File: src/rtl/rv_regfile_ctrl_pkg.sv
// rtl/rv_regfile_ctrl_pkg.sv - shared widths and FSM state encodings for the regfile sequencer
package rv_regfile_ctrl_pkg;

    localparam int RF_ADDR_W   = 5;
    localparam int RF_DATA_W   = 32;
    localparam int RF_NUM_REGS = 32;

    localparam logic [2:0] ST_CLEAR   = 3'd0;
    localparam logic [2:0] ST_IDLE    = 3'd1;
    localparam logic [2:0] ST_DRAIN   = 3'd2;
    localparam logic [2:0] ST_RD_ADDR = 3'd3;
    localparam logic [2:0] ST_RD_DATA = 3'd4;
    localparam logic [2:0] ST_WRITE   = 3'd5;
    localparam logic [2:0] ST_ACK     = 3'd6;
    localparam logic [2:0] ST_RESTORE = 3'd7;

    typedef enum logic [2:0] {
        S_CLEAR   = ST_CLEAR,
        S_IDLE    = ST_IDLE,
        S_DRAIN   = ST_DRAIN,
        S_RD_ADDR = ST_RD_ADDR,
        S_RD_DATA = ST_RD_DATA,
        S_WRITE   = ST_WRITE,
        S_ACK     = ST_ACK,
        S_RESTORE = ST_RESTORE
    } state_t;

endpackage

File: src/rtl/rv_regfile_ctrl.sv
// rtl/rv_regfile_ctrl.sv - register-file port arbiter between pipeline and debug, with reset-time clear
module rv_regfile_ctrl
    import rv_regfile_ctrl_pkg::*;
#(
    parameter bit                   g_clear_on_reset = 1'b1,
    parameter logic [RF_DATA_W-1:0] g_clear_value    = 32'h0
) (
    input  logic                 clk_i,
    input  logic                 rst_i,
    input  logic [RF_ADDR_W-1:0] p_rs1_i,
    input  logic [RF_ADDR_W-1:0] p_rs2_i,
    input  logic                 p_stall_i,
    input  logic [RF_ADDR_W-1:0] p_rd_i,
    input  logic [RF_DATA_W-1:0] p_rd_value_i,
    input  logic                 p_rd_store_i,
    output logic [RF_ADDR_W-1:0] rf_rs1_o,
    output logic [RF_ADDR_W-1:0] rf_rs2_o,
    output logic                 rf_stall_o,
    output logic [RF_ADDR_W-1:0] rf_rd_o,
    output logic [RF_DATA_W-1:0] rf_rd_value_o,
    output logic                 rf_rd_store_o,
    input  logic [RF_DATA_W-1:0] rf_rs1_value_i,
    output logic                 pipe_stall_o,
    output logic                 busy_o,
    input  logic                 dbg_req_i,
    input  logic                 dbg_we_i,
    input  logic [RF_ADDR_W-1:0] dbg_addr_i,
    input  logic [RF_DATA_W-1:0] dbg_wdata_i,
    output logic                 dbg_ack_o,
    output logic [RF_DATA_W-1:0] dbg_rdata_o
);

    state_t               state;
    logic [RF_ADDR_W-1:0] clr_cnt;

    always_ff @(posedge clk_i) begin
        if (rst_i) begin
            state       <= g_clear_on_reset ? S_CLEAR : S_IDLE;
            clr_cnt     <= RF_ADDR_W'(1);
            dbg_ack_o   <= 1'b0;
            dbg_rdata_o <= '0;
        end else begin
            dbg_ack_o <= 1'b0;
            case (state)
                S_CLEAR: begin
                    clr_cnt <= clr_cnt + 1'b1;
                    if (clr_cnt == RF_ADDR_W'(RF_NUM_REGS - 1)) begin
                        state <= S_RESTORE;
                    end
                end
                S_IDLE: begin
                    if (dbg_req_i && !dbg_ack_o) begin
                        state <= S_DRAIN;
                    end
                end
                S_DRAIN: begin
                    // an in-flight writeback must land before debug takes the ports
                    if (!p_rd_store_i) begin
                        state <= dbg_we_i ? S_WRITE : S_RD_ADDR;
                    end
                end
                S_RD_ADDR: state <= S_RD_DATA;
                S_RD_DATA: begin
                    dbg_rdata_o <= (dbg_addr_i == '0) ? '0 : rf_rs1_value_i;
                    dbg_ack_o   <= 1'b1;
                    state       <= S_RESTORE;
                end
                S_WRITE: begin
                    dbg_ack_o <= 1'b1;
                    state     <= S_ACK;
                end
                S_ACK:     state <= S_RESTORE;
                S_RESTORE: state <= S_IDLE;
                default:   state <= S_IDLE;
            endcase
        end
    end

    always_comb begin
        rf_rs1_o      = p_rs1_i;
        rf_rs2_o      = p_rs2_i;
        rf_stall_o    = p_stall_i;
        rf_rd_o       = p_rd_i;
        rf_rd_value_o = p_rd_value_i;
        rf_rd_store_o = p_rd_store_i;
        pipe_stall_o  = 1'b1;
        busy_o        = 1'b0;
        case (state)
            S_CLEAR: begin
                rf_rs1_o      = '0;
                rf_rs2_o      = '0;
                rf_stall_o    = 1'b1;
                rf_rd_o       = clr_cnt;
                rf_rd_value_o = g_clear_value;
                rf_rd_store_o = 1'b1;
                busy_o        = 1'b1;
            end
            S_IDLE: pipe_stall_o = 1'b0;
            S_RD_ADDR: begin
                rf_rs1_o   = dbg_addr_i;
                rf_stall_o = 1'b0;
            end
            S_RD_DATA: rf_stall_o = 1'b1;
            S_WRITE: begin
                rf_stall_o    = 1'b1;
                rf_rd_o       = dbg_addr_i;
                rf_rd_value_o = dbg_wdata_i;
                rf_rd_store_o = (dbg_addr_i != '0);
            end
            S_ACK: rf_stall_o = 1'b1;
            // forced re-read reloads the file's output registers with the pipeline's operands
            S_RESTORE: rf_stall_o = 1'b0;
            default: ;
        endcase
    end

    a_wb_only_when_owned: assert property (@(posedge clk_i) disable iff (rst_i)
        p_rd_store_i |-> (state == S_IDLE || state == S_DRAIN));

endmodule

File: config.mk
export PLATFORM = sky130hd
export DESIGN_NAME = rv_regfile_ctrl
export DESIGN_NICKNAME = d
export VERILOG_FILES = /design/src/rtl/rv_regfile_ctrl_pkg.sv /design/src/rtl/rv_regfile_ctrl.sv
export SDC_FILE = /design/constraint.sdc
export NUM_CORES = 1
export LEC_CHECK = 0
export BUFFER_PORTS_ARGS = -buffer_cell sky130_fd_sc_hd__buf_4
export CELL_PAD_IN_SITES_DETAIL_PLACEMENT = 1
export CELL_PAD_IN_SITES_GLOBAL_PLACEMENT = 1
export CORE_MARGIN = 5
export CORE_UTILIZATION = 26
export CTS_BUF_LIST = sky130_fd_sc_hd__clkbuf_8
export CTS_CLUSTER_SIZE = 12
export DETAILED_ROUTE_END_ITERATION = 10
export PLACE_DENSITY = 0.95
export REMOVE_ABC_BUFFERS = 1
export SYNTH_ARGS = -nofsm -noshare
export SYNTH_HDL_FRONTEND = slang
export SYNTH_SLANG_ARGS = --single-unit
File: constraint.sdc
create_clock -name clk_i -period 5.14 [get_ports clk_i]
set_clock_uncertainty 0.15 [all_clocks]
set_input_delay 0.514 -clock clk_i [delete_from_list [all_inputs] [get_ports clk_i]]
set_output_delay 0.514 -clock clk_i [all_outputs]
set_load 0.02 [all_outputs]
# Word level (Yosys, flattened, before mapping)
# Index checks and enable logic that the tools add are counted.
[word_totals]
regBits = 41
romBits = 0
elab_cells = 41
out_inout_bits = 84
input_bits = 122
latch_bits = 0
n_memories = 0
ram_bits = 0
[op_classes]
reduce_logical = 10
div_mod_pow = 0
add_sub_neg = 1
n_eq_ne = 11
magnitude_cmp = 0
shift = 0
multipliers = 0
muxes = 15
bitwise = 0
[op_table]
columns = ["operator", "count"]
rows = [
  ["32-bit one-hot mux with 2 select lines", 1],
  ["32-bit two-way mux", 1],
  ["3-bit one-hot mux with 7 select lines", 1],
  ["5-bit one-hot mux with 2 select lines", 2],
  ["3-bit equality test (second input constant)", 4],
  ["3-bit two-way mux", 4],
  ["3-bit by 2-bit equality test with 1-bit output (second input constant)", 2],
  ["2-bit != test (second input constant)", 3],
  ["2-bit OR reduction", 3],
  ["5-bit by 1-bit adder with 5-bit output (second input constant)", 1],
  ["5-bit equality test (second input constant)", 1],
  ["5-bit logical NOT", 1],
  ["5-bit two-way mux", 1],
  ["5-bit nonzero test", 1],
  ["1-bit one-hot mux with 2 select lines", 2],
  ["4-bit OR reduction", 1],
  ["3-bit by 1-bit equality test with 1-bit output (second input constant)", 1],
  ["3-bit logical NOT", 1],
  ["1-bit two-way mux", 3],
  ["3-bit AND reduction", 1],
  ["1-bit logical AND", 1],
  ["1-bit logical NOT", 1],
]

# Logic depth before layout (Yosys ltp)
# Gate-level depths: netlist of the first run.
[logic_depth]
ltp_word = 4
depth_mapped = 6
mapped_depth_nobuf = 6

# Least setup slack after synthesis of the first run
# Ideal clock, no wire load.
[synth_timing]
path_type = "register to output"
from = "register state[0]"
to = "output rf_rd_value_o[0]"
slack_ns = 3.040
t_required_ns = 4.476
path_stages_with_launch = 5
arrival_time_ns = 1.436
path_buffers = 1
cell_sequence = "dfxtp_1 nor3_1 nor2_1 buf_2 a22o_1"
[synth_between]
elab_chain_cells = 2
elab_cells_between_ends = 3
cone_classes = "eq/ne (1); mux (1); reduce/logical (1)"
[synth_rtl]
columns = ["element", "line", "rtl"]
rows = [
  ["from (decl)", "rv_regfile_ctrl.sv:33", "state_t state;"],
  ["from (signal assigned)", "rv_regfile_ctrl.sv:38", "state <= g_clear_on_reset ? S_CLEAR : S_IDLE;"],
  ["from (signal assigned)", "rv_regfile_ctrl.sv:59", "state <= dbg_we_i ? S_WRITE : S_RD_ADDR;"],
  ["3-bit equality test / 3-bit logical NOT (equally long branches)", "rv_regfile_ctrl.sv:88", "case (state)"],
  ["32-bit one-hot mux with 2 select lines (*)", "rv_regfile_ctrl.sv:88", ""],
  ["to (decl)", "rv_regfile_ctrl.sv:20", "output logic [RF_DATA_W-1:0] rf_rd_value_o,"],
]
# Every way passes the cells marked *; elsewhere a longest branch is shown, timed or not.

# Worst setup path after layout of the first run
[layout_timing]
from = "register state[2]"
to = "output rf_rd_o[0]"
[layout_between]
elab_chain_cells = 2
elab_cells_between_ends = 3
cone_classes = "eq/ne (1); mux (1); reduce/logical (1)"
[layout_rtl]
columns = ["element", "line", "rtl"]
rows = [
  ["3-bit equality test / 3-bit logical NOT (equally long branches)", "rv_regfile_ctrl.sv:88", ""],
  ["5-bit one-hot mux with 2 select lines (*)", "rv_regfile_ctrl.sv:88", ""],
  ["to (decl)", "rv_regfile_ctrl.sv:19", "output logic [RF_ADDR_W-1:0] rf_rd_o,"],
]
# Marked as above.

==> out/metrics.csv, run 1 <==
stage,metric,value,unit
die,die area,9688,sq um
clock_network,Root Driver,clkbuf_8,
clock_network,"Reg clk slew, reported paths",80,ps
place,DP Wirelength,7682,um
grt,via count of the first global-routing pass,2758,
route,top sig layer,met4,
worst_setup_path,Critical R2R Launch,state[2],
die,die width,98.43,um
finish,Diodes inserted,0,
min_path,Hold/Removal Path Class,in -> reg,
worst_setup_path,Setup crit end kind,output port,
finish,Layout area overhead,85.17,%
yosys,syn avg cell area,9.682,sq um
route,vias per cell,4.963,
finish,share of layout cells above drive strength 1,54.55,%
sta,setup TNS,0,ps
yosys,Synth Instances,210,
worst_setup_path,CP Class,reg -> out,
power,Pleak,1.913,nW
route,Vias,2526,
worst_setup_path,crit path from,state[2],
sta,Worst Tran Pin Value,1272,ps
yosys,"top cells by count, synth","a22o_1, dfxtp_1, clkbuf_1",
sta,Min Hold Slack,285.4,ps
die,Ports,206,
finish,Fillers,915,
die,die height,98.43,um
finish,Layout Utilization,48.97,%
route,Post-Route WL,9387,um
grt,grt total ovfl,0,
min_path,HP Start,rf_rs1_value_i[14],
clock_network,CTS resizes,0,
route,DRT iter0 DRCs,51,
die,Core Region,7687,sq um
grt,first-pass GRT wire length,14600,um
yosys,Post-synth top flop,dfxtp_1,
clock_network,Post-CTS Setup Inserts,0,
clock_network,Clock H-tree levels,2,
yosys,"EDFF count, synth",0,
route,wire length on met3,968,um
route,Met1 Routed Length,3485,um
clock_network,clock sinks,41,
route,Post-route DRC,0,
yosys,yosys warns,0,
yosys,"count leader, synth",a22o_1,
outcome,status,completed,
clock_network,TritonCTS clock tree,yes,
sta,final setup violation count,0,
worst_setup_path,Worst EP required,4480,ps
grt,largest net degree at the start of global routing,40,
grt,antenna violations before repair,0,
yosys,ys async rst share,0,%
sta,Fin. Hold Viols,0,
yosys,synth top area cells,"dfxtp_1, a22o_1, nor2b_1, clkbuf_1, nor2_1",
worst_setup_path,startpoint types,register,
power,pwr/cell area,452.8,nW/um^2
worst_setup_path,WP data arrival,2350,ps
sta,Max Slew Vio Count,0,
grt,overall global routing resource usage,18.43,%
route,Detail Route Antenna Nets,0,
flow_run,max_cap viols,0,
clock_network,Inserted Clock Buffers,5,
yosys,Synth cell types,37,
clock_network,Clock Tree Buf Depth,2,
die,Initial Util,26.45,%
yosys,post-synth top area share,40.37,%
sta,min Tclk post-route,3012,ps
clock_network,CTS Hold Buffers Added,0,
worst_setup_path,Crit Path Max Fanout,39,
yosys,register area share after synthesis,40.37,%
sta,unrepaired setup endpoints after global routing,false,
sta,Slew headroom,14.92,%
power,Peak VDD IR,0.0002343,V
yosys,area of the mapped netlist,2033,sq um
yosys,Synth area leader,dfxtp_1,
die,site row count,32,
route,met2 WL,4843,um
route,Routed WL per cell,18.44,um
place,RePlAce Congestion,0.8151,
clock_network,Skew-Pair Late Insertion Delay,290,ps
yosys,Seq cells post-synth,41,
finish,fin nets,530,
route,Initial DRT Pass Iterations,4,
power,total power,1.705,mW
place,PortBufs,205,
sta,Final Cycle Share,58.59,%
sta,Achievable Freq,0.3321,GHz
[worst paths after layout]
| kind | to | slack, ps | cells past startpoint |
|---|---|---|---|
| worst max-delay path | rf_rd_o[0] | 2130 | 6 |
| worst min-delay path | dbg_rdata_o[14] | 290 | 2 |
| worst max register to register | dbg_rdata_o[13] | 2490 | 3 |
| worst min register to register | dbg_rdata_o[23] | 330 | 1 |
[report_power, final]
| part | internal [mW] | leakage, nW | switching, mW |
|---|---|---|---|
| clock network | 0.146 | 0.0585 | 0.115 |
| logic | 0.464 | 1.52 | 0.550 |
| registers | 0.372 | 0.333 | 0.0577 |
| total | 0.982 | 1.91 | 0.723 |
[critical path, stage by stage (launching register included)]
cell and delay, ps:
dfxtp_1 630, and3b_1 230, buf_4 370, nor2_2 70, buf_4 250, a221o_1 320
buf_4 160
[logic make-up after synthesis]
| logic type | Yosys count | synth area share (%) |
|---|---|---|
| AO/OA/AOI/OAI | 95 | 38.89 |
| XOR/XNOR | 1 | 0.4308 |
| adder cells (fa/ha/maj) | 3 | 1.723 |
| buffers and inverters | 28 | 5.969 |
| flip-flops | 41 | 40.37 |
| multiplexers | 3 | 1.538 |
| AND/OR/NAND/NOR | 39 | 11.08 |
[metrics by stage]
stage	setup slack [ps]	instance area (sq um)	instances
floorplan	1354	1946	191
global placement	2516	3652	501
detailed placement	2462	3652	501
CTS	2125	3765	509
global route	1927	3765	509
finish	2128	3765	509
[state kept, by name, summed over array words and instances, names as in the netlist]
name	flops
dbg_rdata_o	32
clr_cnt	5
state	3
dbg_ack_o	1
[cell type report]
class / instances / area [sq um] / share of cell area (%)
clock buffer: 5 / 68.82 / 1.828
clock inverter: 3 / 43.79 / 1.163
timing repair buffer: 208 / 1562 / 41.48
multi-input combinational: 141 / 1109 / 29.44
inverter: 9 / 33.78 / 0.8973
sequential: 41 / 820.8 / 21.80
tap: 102 / 127.6 / 3.390
[per-layer routing]
layer  vias up  GRT usage (%)
met5         -              0
met4         0          3.992
met3         6          6.865
met2       140          34.48
met1      1184          19.65
li1       1196              -
[layout by cell type, fill, tap and decap left out, drive strengths merged, types with 3 or more instances in the layout]
master,n
clkbuf,5
a21o,4
nor2,11
nand2b,4
a22o,68
inv,10
o22ai,5
buf,208
a22oi,5
dfxtp,41
nor2b,10
a31oi,3
Power figures use the tool's default switching activity.
==> run 2: changes to the inputs <==
Settings changed: CORE_UTILIZATION 26 to 24, PLACE_DENSITY 0.95 to 0.93.
Clock period 5.14 ns to 2.85 ns, I/O delays scaled along.
==> run 2 against run 1 <==
- non-clock buffer count is 5 higher
- die area is 7.5% higher
- routed wire length is 4.2% higher
- largest power group unchanged
==> out/metrics.csv, run 2 (synthesis results as in run 1) <==
stage,metric,value,unit,change
place,RePlAce Congestion,0.8162,,was 0.8151
sta,Achievable Freq,0.4151,GHz,
clock_network,Clock Tree Buf Depth,2,,unchanged
grt,overall global routing resource usage,17.30,%,was 18.43%
clock_network,Inserted Clock Buffers,5,,unchanged
finish,"commonest non-fill, non-tap cell in the layout",buf_4,,unchanged
worst_setup_path,reg2reg end,dbg_rdata_o[12],,was dbg_rdata_o[13]
worst_setup_path,Setup crit end kind,output port,,unchanged
worst_setup_path,Worst Setup EP,rf_rd_value_o[8],,was rf_rd_o[0]
outcome,status,completed,,unchanged
sta,min Tclk post-route,2409,ps,
die,Ports,206,,unchanged
min_path,HP Start,rf_rs1_value_i[9],,was rf_rs1_value_i[14]
finish,largest reg by FF count,dbg_rdata_o,,unchanged
finish,largest registers,"dbg_rdata_o: 32 flops, clr_cnt: 5 flops, state: 3 flops",,unchanged
sta,Final Cycle Share,84.52,%,
worst_setup_path,startpoint types,register,,unchanged
clock_network,TritonCTS clock tree,yes,,unchanged
grt,antenna violations before repair,0,,unchanged
sta,Worst Tran Pin Value,573.8,ps,was 1272 ps
finish,max reg flops,32,,unchanged
worst_setup_path,crit path from,state[1],,was state[2]
place,DP Wirelength,8206,um,was 7682 um
clock_network,clock sinks,41,,unchanged
finish,fin nets,535,,was 530
clock_network,Clock H-tree levels,2,,unchanged
route,Post-route DRC,0,,unchanged
power,Peak VDD IR,0.0002824,V,was 0.0002343 V
worst_setup_path,CP Class,reg -> out,,unchanged
finish,Final Cell Area,3789,sq um,was 3765 sq um
die,die height,102.0,um,was 98.43 um
sta,setup TNS,0,ps,unchanged
sta,Max Slew Vio Count,0,,unchanged
grt,grt total ovfl,0,,unchanged
worst_setup_path,Critical R2R Launch,state[2],,unchanged
route,Detail Route Antenna Nets,0,,unchanged
finish,share of layout cells above drive strength 1,55.10,%,was 54.55%
finish,most frequent cells in the layout,"buf_4, a22o_1, dfxtp_1, nor2_1",,unchanged
die,die width,102.0,um,was 98.43 um
power,Pleak,1.926,nW,was 1.913 nW
die,Initial Util,24.74,%,was 26.45%
sta,Fin. Hold Viols,0,,unchanged
power,pwr/cell area,801.9,nW/um^2,was 452.8 nW/um^2
worst_setup_path,Crit Path Max Fanout,26,,was 39
sta,final setup violation count,0,,unchanged
sta,unrepaired setup endpoints after global routing,false,,unchanged
flow_run,max_cap viols,0,,unchanged
worst_setup_path,WP data arrival,1970,ps,was 2350 ps
worst_setup_path,Worst EP required,2410,ps,was 4480 ps
worst_setup_path,worst reg-to-reg setup slack,850,ps,was 2490 ps
clock_network,Root Driver,clkbuf_8,,unchanged
route,vias per cell,5.008,,was 4.963
clock_network,"Reg clk slew, reported paths",90,ps,was 80 ps
grt,largest net degree at the start of global routing,39,,was 40
route,Initial DRT Pass Iterations,4,,unchanged
worst_setup_path,R2R cell count,5,,was 3
finish,Diodes inserted,0,,unchanged
route,Vias,2589,,was 2526
route,DRT iter0 DRCs,35,,was 51
place,DP Area,3694,sq um,was 3652 sq um
sta,Slew headroom,61.65,%,was 14.92%
grt,first-pass GRT wire length,14110,um,was 14600 um
die,die area,10410,sq um,was 9688 sq um
grt,via count of the first global-routing pass,2751,,was 2758
route,Post-Route WL,9779,um,was 9387 um
die,site row count,33,,was 32
finish,Layout area overhead,86.34,%,was 85.17%
min_path,Hold/Removal Path Class,in -> reg,,unchanged
die,Core Region,8217,sq um,was 7687 sq um
route,Routed WL per cell,18.91,um,was 18.44 um
finish,Fillers,973,,was 915
clock_network,Skew-Pair Late Insertion Delay,290,ps,about the same
place,PortBufs,205,,unchanged
min_path,Cells on Worst Hold Path,2,,unchanged
==> run 2: changes by cell type in the layout (fill, tap and decap cells not counted), sizes merged <==
cell	before	now
clkinvlp	0	1
buf	208	213
bufinv	1	0
==> run 2: per-layer routing <==
layer	vias to the layer above	wire (um)	global-route usage, %
met5	-	0	0
met4	0	404	8.375
met3	22	1128	6.348
met2	144	4932	31.43
met1	1216	3314	17.38
li1	1207	-	-
==> run 2: worst max-delay path, cell delays in order, from the launching register on <==
cell and delay [ps]:
dfxtp_1 360, buf_4 190, nor3_2 80, nor2_4 450, buf_4 290, a22o_1 160, buf_4 140
==> run 2: how the worst min path moves through the flow <==
stage,to,slack (ps)
6_report,dbg_rdata_o[9],60
4_1_cts,dbg_rdata_o[8],50
3_3_place_gp,dbg_rdata_o[22],310
2_1_floorplan,clr_cnt[1],210
5_1_grt,dbg_rdata_o[9],40
3_5_place_dp,dbg_rdata_o[22],310
==> run 2: per-stage QoR <==
stage | std cells | total power, mW | hold slack (ps) | util [%] | setup slack (ps)
3_5_place_dp | 509 | 2.689 | 309.4 | 44.95 | 413.6
6_report | 517 | 3.038 | 55.44 | 46.11 | 441.0
4_1_cts | 517 | 3.079 | 45.92 | 46.05 | 77.68
2_1_floorplan | 191 | 1.768 | 207.4 | - | -706.6
3_3_place_gp | 509 | 2.636 | 308.4 | 44.95 | 585.5
5_1_grt | 517 | 3.214 | 37.95 | 46.11 | 289.1
==> run 2: final cells by class <==
type	instances	area [sq um]	share of cell area [%]
Timing Repair Buffer	213	1599	42.21
Multi-Input combinational cell	141	1114	29.39
Sequential cell	41	820.8	21.66
Tap cell	105	131.4	3.468
Clock buffer	5	68.82	1.816
Inverter	9	33.78	0.8917
Clock inverter	3	21.27	0.5614
==> run 2: timing repair <==
item,in CTS,in global routing
hold buffers,0,0
buffers inserted,0,0
setup endpoints to repair,0,12
gates resized for setup,0,1
==> run 2: power breakdown <==
group	total, mW	switching, mW	internal, mW
combinational	1.91	1.05	0.858
clock	0.378	0.204	0.174
sequential	0.747	0.0754	0.672
==> run 3: changes to the inputs <==
Settings changed: ABC_AREA from default to 1, CORE_UTILIZATION 24 to 23, PLACE_DENSITY 0.93 to 0.92.
Clock period 2.85 ns to 2.4 ns, I/O delays scaled along.
==> run 3 against run 2 <==
- synthesized cell count increased by 75%
- highest routed layer unchanged
- clock-buffer cell count is the same
- hold slack got worse by 8.3 ps
- non-clock buffer count increased by 1
- die area increased by 15%
- combinational power is 87% higher
- critical path type unchanged
- sequential share of layout area decreased by 1.3 points
- cell count increased by 35%
- total power is 68% higher
==> out/metrics.csv, run 3 <==
stage,metric,value,unit,change
grt,first-pass GRT wire length,16540,um,was 14110 um
sta,Fin. Hold Viols,0,,unchanged
finish,fin nets,691,,was 535
worst_setup_path,Setup crit end kind,output port,,unchanged
yosys,Seq cells post-synth,41,,unchanged
route,Post-Route WL,11390,um,was 9779 um
finish,share of layout cells above drive strength 1,40.21,%,was 55.10%
place,DP Wirelength,9347,um,was 8206 um
clock_network,Skew-Pair Late Insertion Delay,290,ps,about the same
clock_network,Clock Tree Buf Depth,2,,unchanged
die,die area,11920,sq um,was 10410 sq um
yosys,"count leader, synth",nand2_1,,was a22o_1
finish,largest reg by FF count,dbg_rdata_o,,unchanged
clock_network,Clock H-tree levels,2,,unchanged
yosys,"top cells by count, synth","nand2_1, dfxtp_1, o21ai_0",,"was a22o_1, dfxtp_1, clkbuf_1"
worst_setup_path,crit path from,state[2],,was state[1]
min_path,Hold/Removal Path Class,in -> reg,,unchanged
finish,max reg flops,32,,unchanged
power,register share of total power,21.4,%,was 24.6%
route,Initial DRT Pass Iterations,4,,unchanged
sta,Min Hold Slack,47.10,ps,was 55.44 ps
route,DRT iter0 DRCs,145,,was 35
route,Post-route DRC,0,,unchanged
route,Detail Route Antenna Nets,0,,unchanged
finish,Finished Layout Cells,700,,was 517
finish,most frequent cells in the layout,"buf_4, nand2_1, dfxtp_1, o21ai_0, a21oi_1",,"was buf_4, a22o_1, dfxtp_1, nor2_1"
finish,Layout area overhead,77.89,%,was 86.34%
clock_network,TritonCTS clock tree,yes,,unchanged
grt,largest net degree at the start of global routing,65,,was 39
clock_network,"Reg clk slew, reported paths",80,ps,was 90 ps
yosys,post-synth top area share,36.26,%,was 40.37%
place,PortBufs,205,,unchanged
sta,Worst Tran Pin Value,533.1,ps,was 573.8 ps
worst_setup_path,Critical R2R Launch,clr_cnt[0],,was state[2]
yosys,area of the mapped netlist,2263,sq um,was 2033 sq um
yosys,Synth Instances,368,,was 210
outcome,status,completed,,unchanged
clock_network,Root Driver,clkbuf_8,,unchanged
power,Comb pwr share,70.0,%,was 63.0%
sta,Final Cycle Share,92.99,%,
grt,overall global routing resource usage,17.80,%,was 17.30%
die,die height,109.2,um,was 102.0 um
worst_setup_path,Crit Path Max Fanout,32,,was 26
sta,Slew headroom,64.46,%,was 61.65%
power,pwr/cell area,1270,nW/um^2,was 801.9 nW/um^2
power,clock share of power,8.6,%,was 12.4%
yosys,register area share after synthesis,36.26,%,was 40.37%
power,internal power,2.516,mW,was 1.704 mW
yosys,"EDFF count, synth",0,,unchanged
worst_setup_path,startpoint types,register,,unchanged
route,Vias,3215,,was 2589
flow_run,max_cap viols,0,,unchanged
worst_setup_path,CP Class,reg -> out,,unchanged
finish,"commonest non-fill, non-tap cell in the layout",buf_4,,unchanged
power,Peak VDD IR,0.0004806,V,was 0.0002824 V
grt,grt total ovfl,0,,unchanged
die,Core Region,9684,sq um,was 8217 sq um
yosys,syn avg cell area,6.151,sq um,was 9.682 sq um
sta,min Tclk post-route,2232,ps,
power,Pleak,2.223,nW,was 1.926 nW
grt,antenna violations before repair,0,,unchanged
sta,fin worst setup slack,168.3,ps,was 441.0 ps
yosys,Synth area leader,dfxtp_1,,unchanged
sta,setup TNS,0,ps,unchanged
finish,Diodes inserted,0,,unchanged
sta,Max Slew Vio Count,0,,unchanged
die,die width,109.2,um,was 102.0 um
clock_network,Inserted Clock Buffers,5,,unchanged
sta,unrepaired setup endpoints after global routing,false,,unchanged
yosys,yosys warns,0,,unchanged
finish,Layout Utilization,41.58,%,was 46.11%
place,DP Cell Count,692,,was 509
die,site row count,36,,was 33
worst_setup_path,Worst EP required,2010,ps,was 2410 ps
route,Routed WL per cell,16.27,um,was 18.91 um
power,Net Sw Frac,50.79,%,was 43.92%
clock_network,clock sinks,41,,unchanged
power,Switch Pwr,2.597,mW,was 1.334 mW
die,Initial Util,23.37,%,was 24.74%
sta,Achievable Freq,0.4481,GHz,
place,dpl ws,374.0,ps,was 413.6 ps
yosys,Synth cell types,22,,was 37
yosys,ys async rst share,0,%,unchanged
die,Ports,206,,unchanged
yosys,synth top area cells,"dfxtp_1, nand2_1, o21ai_0, a21oi_1, inv_1",,"was dfxtp_1, a22o_1, nor2b_1, clkbuf_1, nor2_1"
yosys,Post-synth top flop,dfxtp_1,,unchanged
worst_setup_path,WP data arrival,1840,ps,was 1970 ps
finish,largest registers,"dbg_rdata_o: 32 flops, clr_cnt: 5 flops, state: 3 flops",,unchanged
grt,via count of the first global-routing pass,3232,,was 2751
place,RePlAce Congestion,0.8521,,was 0.8162
route,vias per cell,4.593,,was 5.008
min_path,HP Start,rf_rs1_value_i[14],,was rf_rs1_value_i[9]
sta,final setup violation count,0,,unchanged
## run 3: per-stage QoR
| step | total power, mW | cell area [sq um] |
|---|---|---|
| 6_report | 5.113 | 4026 |
| 5_1_grt | 5.463 | 4026 |
| 4_1_cts | 5.167 | 4018 |
| 3_5_place_dp | 4.712 | 3926 |
| 3_3_place_gp | 4.579 | 3926 |
| 2_1_floorplan | 2.952 | 2148 |
## run 3: per-layer routing
metal | wire, um | GRT usage, %
met1 | 4113 | 17.70
met2 | 5673 | 33.86
met3 | 1256 | 6.157
met4 | 346 | 6.500
met5 | 0 | 0
## run 3: final timing paths
| kind | to | slack (ps) | depth (start not counted) |
|---|---|---|---|
| setup / recovery | rf_rd_value_o[3] | 170 | 8 |
| hold / removal | dbg_rdata_o[14] | 50 | 3 |
| setup reg to reg | state[0] | 610 | 10 |
| hold reg to reg | clr_cnt[3] | 350 | 2 |
## run 3: cell type report
type                            instances  area (sq um)
Fill cell                            1268          5658
Sequential cell                        41         820.8
Clock buffer                            5         68.82
Inverter                               25         93.84
Clock inverter                          2         12.51
Tap cell                              133         166.4
Multi-Input combinational cell        280          1239
Timing Repair Buffer                  214          1625
## run 3: cells by family after synthesis
kind of cell             count (synthesis)  share of synthesized area (%)
AO/OA/AOI/OAI                           83                          19.02
XOR/XNOR                                 1                         0.3870
adder cells (fa/ha/maj)                  2                          1.105
buffers and inverters                   47                          9.232
flip-flops                              41                          36.26
AND/OR/NAND/NOR                        194                          34.00
## run 3: timing repair
item | 4_1_cts | 5_1_grt
endpoints found under the setup margin | 0 | 6
setup buffers | 0 | 0
endpoints found under the hold margin | 2 | 0
hold buffers | 1 | 0
gates resized for setup | 0 | 2
## run 3: power by group through the flow
stage	registers (mW)	clock network, mW	logic (mW)
global placement	1.09	0	3.49
finish	1.09	0.440	3.58
global route	1.13	0.486	3.85
floorplan	1.31	0	1.65
CTS	1.09	0.458	3.61
detailed placement	1.10	0	3.61
## run 3: critical path, cell delays in order (launching register included)
cell and delay (ps):
dfxtp_1 460, inv_2 140, nand2_1 130, inv_2 60
nor2_4 190, buf_12 210, nand2_1 90, nand2_1 120
buf_4 160
